### src/rtl/rgb_pwm_pkg.sv
// Shared types and constants for the RGB PWM LED driver.
// GAMMA_LUT holds floor(255 * (i/255)^2.2), built at elaboration time.
package rgb_pwm_pkg;

  localparam int unsigned CLK_HZ    = 12_000_000;
  localparam int unsigned COLOR_W   = 8;
  localparam int unsigned LUT_DEPTH = 256;

  typedef struct packed {
    logic [COLOR_W-1:0] r;
    logic [COLOR_W-1:0] g;
    logic [COLOR_W-1:0] b;
  } color_t;

  typedef logic [LUT_DEPTH-1:0][COLOR_W-1:0] gamma_lut_t;

  // Largest y with (y/255) <= (i/255)^2.2, i.e. y^5 * 255^6 <= i^11, by binary search.
  function automatic logic [7:0] gamma_entry(input int unsigned idx);
    logic [95:0] rhs;
    logic [95:0] k6;
    logic [95:0] y5;
    logic [8:0]  lo;
    logic [8:0]  hi;
    logic [8:0]  mid;
    rhs = 96'd1;
    k6  = 96'd1;
    for (int n = 0; n < 11; n++) rhs = rhs * 96'(idx);
    for (int n = 0; n < 6; n++) k6 = k6 * 96'd255;
    lo  = 9'd0;
    hi  = 9'd255;
    mid = 9'd0;
    for (int s = 0; s < 9; s++) begin
      if (lo < hi) begin
        mid = (lo + hi + 9'd1) >> 1;
        y5  = 96'd1;
        for (int n = 0; n < 5; n++) y5 = y5 * 96'(mid);
        if (y5 * k6 <= rhs) lo = mid;
        else hi = mid - 9'd1;
      end
    end
    return lo[7:0];
  endfunction

  function automatic gamma_lut_t build_gamma_lut();
    gamma_lut_t lut;
    lut = '0;
    for (int i = 0; i < 256; i++) lut[i] = gamma_entry(32'(i));
    return lut;
  endfunction

  localparam gamma_lut_t GAMMA_LUT = build_gamma_lut();

  function automatic logic [7:0] gamma8(input logic [7:0] x);
    return GAMMA_LUT[x];
  endfunction

endpackage

### src/rtl/rgb_pwm_driver_pwm_channel.sv
// One LED channel: frame-synchronous duty register, compare against the
// shared PWM counter, and a registered active-low pin driver.
module pwm_channel
  import rgb_pwm_pkg::*;
#(
  parameter int unsigned PWM_BITS = 8
) (
  input  logic                clk,
  input  logic                rst,
  input  logic                load,
  input  logic [PWM_BITS-1:0] load_duty,
  input  logic [PWM_BITS-1:0] pwm_cnt,
  output logic                led
);

  logic [PWM_BITS-1:0] duty;
  logic                lit_c;

  assign lit_c = (pwm_cnt < duty);

  always_ff @(posedge clk) begin
    if (rst) begin
      duty <= '0;
      led  <= 1'b1;
    end else begin
      if (load) duty <= load_duty;
      led <= !lit_c;
    end
  end

endmodule

### src/rtl/rgb_pwm_driver.sv
// RGB LED PWM driver: valid/ready colour staging, frame-aligned duty load.
// Define GAMMA_EN to pass staged colours through the gamma-2.2 table at load.
module rgb_pwm_driver
  import rgb_pwm_pkg::*;
#(
  parameter int unsigned CLK_DIV  = 47,
  parameter int unsigned PWM_BITS = 8
) (
  input  logic                clk,
  input  logic                rst,
  input  logic                color_valid,
  output logic                color_ready,
  input  logic [PWM_BITS-1:0] color_r,
  input  logic [PWM_BITS-1:0] color_g,
  input  logic [PWM_BITS-1:0] color_b,
  output logic                frame_start,
  output logic                RGB_R,
  output logic                RGB_G,
  output logic                RGB_B
);

  localparam int unsigned DIV_W = (CLK_DIV > 1) ? $clog2(CLK_DIV) : 1;
  localparam logic [DIV_W-1:0]    DIV_LAST = DIV_W'(CLK_DIV - 1);
  localparam logic [PWM_BITS-1:0] PWM_MAX  = '1;

  if (CLK_DIV < 1) begin : g_div_check
    $error("CLK_DIV must be at least 1");
  end

  logic [DIV_W-1:0]    div_cnt;
  logic [PWM_BITS-1:0] pwm_cnt;
  logic                staged_full;
  logic                staged_next_c;
  logic [PWM_BITS-1:0] staged_r;
  logic [PWM_BITS-1:0] staged_g;
  logic [PWM_BITS-1:0] staged_b;
  logic [PWM_BITS-1:0] duty_r_c;
  logic [PWM_BITS-1:0] duty_g_c;
  logic [PWM_BITS-1:0] duty_b_c;
  logic                tick_c;
  logic                fb_c;
  logic                accept_c;
  logic                load_c;

  assign tick_c   = (div_cnt == DIV_LAST);
  assign fb_c     = tick_c && (pwm_cnt == PWM_MAX);
  assign accept_c = color_valid && color_ready;
  assign load_c   = fb_c && staged_full;

  // Load and accept are mutually exclusive: ready is low whenever staging is full.
  always_comb begin
    staged_next_c = staged_full;
    if (load_c) staged_next_c = 1'b0;
    else if (accept_c) staged_next_c = 1'b1;
  end

  always_ff @(posedge clk) begin
    if (rst) begin
      div_cnt <= '0;
      pwm_cnt <= '0;
    end else begin
      div_cnt <= tick_c ? '0 : div_cnt + DIV_W'(1);
      if (tick_c) pwm_cnt <= pwm_cnt + PWM_BITS'(1);
    end
  end

  always_ff @(posedge clk) begin
    if (rst) begin
      staged_full <= 1'b0;
      color_ready <= 1'b0;
      frame_start <= 1'b0;
      staged_r    <= '0;
      staged_g    <= '0;
      staged_b    <= '0;
    end else begin
      staged_full <= staged_next_c;
      color_ready <= !staged_next_c;
      frame_start <= fb_c;
      if (accept_c) begin
        staged_r <= color_r;
        staged_g <= color_g;
        staged_b <= color_b;
      end
    end
  end

`ifdef GAMMA_EN
  if (PWM_BITS != 8) begin : g_gamma_check
    $error("GAMMA_EN requires PWM_BITS == 8");
  end
  assign duty_r_c = PWM_BITS'(gamma8(8'(staged_r)));
  assign duty_g_c = PWM_BITS'(gamma8(8'(staged_g)));
  assign duty_b_c = PWM_BITS'(gamma8(8'(staged_b)));
`else
  assign duty_r_c = staged_r;
  assign duty_g_c = staged_g;
  assign duty_b_c = staged_b;
`endif

  pwm_channel #(.PWM_BITS(PWM_BITS)) u_ch_r (
    .clk      (clk),
    .rst      (rst),
    .load     (load_c),
    .load_duty(duty_r_c),
    .pwm_cnt  (pwm_cnt),
    .led      (RGB_R)
  );

  pwm_channel #(.PWM_BITS(PWM_BITS)) u_ch_g (
    .clk      (clk),
    .rst      (rst),
    .load     (load_c),
    .load_duty(duty_g_c),
    .pwm_cnt  (pwm_cnt),
    .led      (RGB_G)
  );

  pwm_channel #(.PWM_BITS(PWM_BITS)) u_ch_b (
    .clk      (clk),
    .rst      (rst),
    .load     (load_c),
    .load_duty(duty_b_c),
    .pwm_cnt  (pwm_cnt),
    .led      (RGB_B)
  );

endmodule
### config.mk
export PLATFORM = sky130hd
export DESIGN_NAME = rgb_pwm_driver
export DESIGN_NICKNAME = d
export VERILOG_FILES = /design/src/rtl/rgb_pwm_pkg.sv /design/src/rtl/rgb_pwm_driver_pwm_channel.sv /design/src/rtl/rgb_pwm_driver.sv
export SDC_FILE = /design/constraint.sdc
export NUM_CORES = 1
export LEC_CHECK = 0
export ABC_AREA = 0
export BUFFER_PORTS_ARGS = -buffer_cell sky130_fd_sc_hd__buf_2
export CAP_MARGIN = 20
export CORE_MARGIN = 1.5
export CORE_UTILIZATION = 50
export CTS_BUF_LIST = sky130_fd_sc_hd__clkbuf_4 sky130_fd_sc_hd__clkbuf_8
export DETAILED_ROUTE_END_ITERATION = 8
export GPL_ROUTABILITY_DRIVEN = 0
export HOLD_SLACK_MARGIN = 0.03
export PLACE_DENSITY = 0.72
export SKIP_CTS_REPAIR_TIMING = 1
export SYNTH_ARGS = -nofsm -noshare
export SYNTH_HDL_FRONTEND = slang
export SYNTH_HIERARCHICAL = 1
export SYNTH_SLANG_ARGS = --single-unit
### constraint.sdc
create_clock -name clk -period 2 [get_ports clk]
set_input_delay 0.3 -clock clk [delete_from_list [all_inputs] [get_ports clk]]
set_output_delay 0.3 -clock clk [all_outputs]
set_load 0.01 [all_outputs]
== Word level (Yosys, flattened, before mapping) ==
Cells that the tools add are included.
Word-level totals
  flip-flop bits (word level): 68
  output and inout port bits: 5
  logic and storage cells: 31
Operators by class
  add/subtract/negate cells: 2
  magnitude comparators: 3
  equality and inequality tests: 2
  muxes and demuxes: 2
  reductions and logical operators: 8
Operators by type and width (number)
  8-bit less-than comparator: 3
  8-bit by 1-bit adder with 8-bit output (second input constant): 1
  8-bit equality test (second input constant): 1
  6-bit by 1-bit adder with 6-bit output (second input constant): 1
  6-bit equality test (second input constant): 1
  1-bit zero test: 4
  1-bit logical AND: 3
  1-bit two-way mux: 2
  2-bit OR reduction: 1

== Logic depth before layout (Yosys ltp) ==
  depth after elaboration: 5
  mapped depth: 8

== Hierarchy ==
The synthesis kept the hierarchy.
Modules (own cells, without submodules)
  rgb_pwm_driver: times used 1, cells each 187, area an instance 1581.5 um2, seq. area each 820.8 um2
  pwm_channel: times used 3, cells each 50, area an instance 479.2 um2, seq. area each 180.2 um2

== Worst setup path after synthesis ==
No wires, ideal clock.
  kind: register to register
  start: reg pwm_cnt[1]
  end: reg u_ch_b.duty[0]
  setup time: 126 ps
  arrival time: 1727 ps
  setup slack: 147 ps
  stages on the path, launching flop included: 8
  buffers on the path: 1
  clock period less this slack: 1853 ps
  cells stage by stage: dfxtp_1 -> ha_1 -> nand3b_1 -> or4_4 -> inv_2 -> buf_4 -> mux2i_1 -> nor2_1
Between the ends
  word-level cells in the longest chain between the ends: 3
RTL lines
  start, declared: line rgb_pwm_driver.sv:31  | logic [PWM_BITS-1:0] pwm_cnt;
  start signal, assigned: line rgb_pwm_driver.sv:63  | if (tick_c) pwm_cnt <= pwm_cnt + PWM_BITS'(1);
  8-bit equality test: line rgb_pwm_driver.sv:46  | assign fb_c = tick_c && (pwm_cnt == PWM_MAX);
  1-bit logical AND: line rgb_pwm_driver.sv:46
  1-bit logical AND: line rgb_pwm_driver.sv:48  | assign load_c = fb_c && staged_full;
  via load_c: line rgb_pwm_driver.sv:43  | logic load_c;
  end signal, assigned: line rgb_pwm_driver_pwm_channel.sv:26  | if (load) duty <= load_duty;
  end, declared: line rgb_pwm_driver_pwm_channel.sv:16  | logic [PWM_BITS-1:0] duty;
The timed path passes the listed nets, and every way through them passes these cells.
A chain may end at the register's enable or synchronous reset.

== Final worst setup path ==
  start: reg div_cnt[1]
  end: reg u_ch_r.duty[6]
Between the ends
  word-level cells in the longest chain between the ends: 3
RTL lines
  start, declared: line rgb_pwm_driver.sv:30  | logic [DIV_W-1:0] div_cnt;
  start signal, assigned: line rgb_pwm_driver.sv:62  | div_cnt <= tick_c ? '0 : div_cnt + DIV_W'(1);
  6-bit equality test: line rgb_pwm_driver.sv:45  | assign tick_c = (div_cnt == DIV_LAST);
  1-bit logical AND: line rgb_pwm_driver.sv:46
  1-bit logical AND: line rgb_pwm_driver.sv:48
  via load_c: line rgb_pwm_driver.sv:43
  end signal, assigned: line rgb_pwm_driver_pwm_channel.sv:26
  end, declared: line rgb_pwm_driver_pwm_channel.sv:16
The timed path passes the listed nets, and every way through them passes these cells.

==> impl_metrics.ini <==
[power_and_ir_drop]
peakVddDrop_mv = 0.491
cellPowerDensity_nw_per_um2 = 719
power_mw = 2.53
leakage_nw = 1.37

[cts]
cts_buffers = 9
cts-htree-levels = 3
clockBufferDepth = 2
clock-sinks = 68
clock_latency_ps = 330
path_clk_slew_ps = 70
root_buffer = clkbuf_8
cts_tree = yes

[outcome]
status = finished, final reports clean

[timing]
finalCritPeriodShare_pct = 95.7
fin_setup_tns_ps = 0
relSlewSlack_pct = 67.5
fin_skew_ps = 5.47
fin_ws_ps = 86.3
min_period_ps = 1910
rsz0062_at_grt = false
slew_violations = 0
fmax_mhz = 523
setup-violations-final = 0
hold_viol = 0
tightest_slew_ps = 488
hold_ws_ps = 197

[finish]
syn_to_final_growth_pct = 16.7
antennaDiodeCount = 0
num-fill-cells = 543
final_net_count = 430
layout-drive-gt1-share_pct = 18.8

[logic_synthesis]
netlist_top_cells_area = dfxtp_1 45%, ha_1 9.9%, mux2i_1 8.3%
syn_area_um2 = 3020
syn_inst = 337
yosys-top-cells-count = 68 x dfxtp_1, 52 x nand2_1, 33 x nor2_1
synth_seq_area_share_pct = 45.1
yosysTopAreaCellShare_pct = 45.1
ys_seq_elements = 68
synthArstFlopShare_pct = 0
ys_types = 38
yosysTopAreaCell = dfxtp_1
ys_warn_count = 6
synth.most_common_cell = dfxtp_1
synth_edf_count = 0
avgSynthCellArea_um2 = 8.96
ys.flop_type = dfxtp_1
syn-num-nets = 388

[critical_path]
r2r_slack_ps = 90
setup.worst_path.start_class = flip-flop
path_buf_inv = 2
critical_path.max_stage_delay_ps = 590
cp_top_family = simple AND/OR/NAND/NOR gates
critical_path.slowest_cell = or4_4
cp_data_arrival_time_ps = 2120
crit_chain = ha_2 > nand4_4 > or4_4 > inv_4 > buf_12 > mux2i_1 > nor2_1
end_kind = flip-flop
cp_max_fo = 12
required_ps = 2210
critical_path_class = reg2reg

[die]
die_area_um2 = 6510
die_h_um = 80.7
start_util_pct = 51.3
rows = 28
die_w_um = 80.7
core_area_um2 = 5890
ioPinCount = 32

[global_routing]
grt_max_degree = 33
grt_pass1_vias = 2200
antenna_found_initial = 0
grt.total_usage_pct = 19.3
grt_pass1_wl_mm = 9.56
grt.overflow.total = 0

[flow_run]
drv_cap = 0

[route]
dr.pass1.iters = 5
via_per_inst = 5.09
wirelength_mm = 5.79
drc = 0
ant_nets = 0
dr_total_vias = 2330
wl_per_cell_um = 12.7
drtIter0Drc = 98

[place]
place_ws_ps = 51.2
dpl.hpwl_mm = 4.17
portBuffers = 31

[hold_path]
min_path_type = in2reg
report_power, final:
group	internal [mW]	switching [mW]
Clock	0.535	0.465
Sequential	1.39	0.0203
Combinational	0.0539	0.0731
Total	1.97	0.558
cells in the final DEF, fill, tap and decap left out, types with 2 or more instances in the layout:
cell type,Yosys,final
buf_12,0,2
or3_1,2,2
buf_2,1,31
nor2_1,33,33
inv_1,24,24
clkbuf_8,0,11
mux2i_1,25,25
a211o_1,6,6
nand2b_1,2,2
nand2_1,52,52
xor2_1,2,2
a21oi_1,31,31
or2b_1,3,3
dfxtp_1,68,67
and4_1,3,3
clkinv_2,0,2
nand3_1,5,5
buf_4,4,15
or4_1,4,4
o21ai_0,6,6
ha_1,24,23
nor4_1,3,3
clkbuf_4,0,2
o31ai_1,4,4
a31oi_1,3,3
o211ai_1,6,6
cells by family (layout without fill, tap and decap cells):
family / count (synthesis) / in the layout / synth area share (%)
and+or+nand+nor: 116 / 116 / 18.2
DFF: 68 / 68 / 45.1
AOI/OAI and AO/OA: 58 / 58 / 11.5
buffers and inverters: 42 / 88 / 5.76
muxes: 26 / 26 / 8.66
adders and majority gates: 24 / 24 / 9.95
xor gates and xnor gates: 3 / 3 / 0.870
layout make-up:
type | count | area, um^2 | share of cell area [%]
Multi-Input combinational cell | 227 | 1490 | 42.2
Sequential cell | 68 | 1360 | 38.7
Timing Repair Buffer | 48 | 308 | 8.74
Clock buffer | 13 | 166 | 4.72
Inverter | 25 | 96.3 | 2.73
Tap cell | 75 | 93.8 | 2.66
Clock inverter | 2 | 10.0 | 0.284
path summary, 6_finish.rpt:
| kind | from | to | cells after the start |
|---|---|---|---|
| max | div_cnt[1]$_SDFF_PP0_ | u_ch_r/duty[6]$_SDFFE_PP0P_ | 7 |
| min | color_r[4] | duty_r_c[4]$_SDFFE_PP0P_ | 3 |
| max reg2reg | div_cnt[1]$_SDFF_PP0_ | u_ch_r/duty[6]$_SDFFE_PP0P_ | 7 |
| min reg2reg | duty_g_c[6]$_SDFFE_PP0P_ | duty_g_c[6]$_SDFFE_PP0P_ | 2 |
flip-flops by register name, indices dropped and copies added (netlist names):
register / cells
div_cnt: 6
staged_full: 1
u_ch_g/led: 1
duty_g_c: 8
frame_start: 1
u_ch_g/duty: 8
color_ready: 1
duty_r_c: 8
u_ch_b/led: 1
duty_b_c: 8
pwm_cnt: 8
u_ch_r/led: 1
u_ch_b/duty: 8
u_ch_r/duty: 8
per-layer routing:
| metal | up-vias | track usage (%) | part of all wire, % |
|---|---|---|---|
| met5 | - | 0 | 0 |
| met4 | 0 | 10.2 | 1.5 |
| li1 | 1228 | - | - |
| met2 | 33 | 32.5 | 49 |
| met1 | 1060 | 22.7 | 46 |
| met3 | 9 | 4.66 | 3.4 |
worst min-delay path: cells and delay by family:
kind	cells	cell delay (ps)
AO/OA/AOI/OAI	1	50
buffers and inverters	1	90
AND/OR/NAND/NOR	1	40
stage by stage:
step / instance area (um^2) / instances / util [%]
5_1_grt: 3520 / 458 / 59.9
2_1_floorplan: 3020 / 337 / -
3_5_place_dp: 3340 / 443 / 56.8
6_report: 3520 / 458 / 59.9
4_1_cts: 3520 / 458 / 59.8
3_3_place_gp: 3340 / 443 / 56.8
Note: power is estimated with default switching activity, not from simulation.
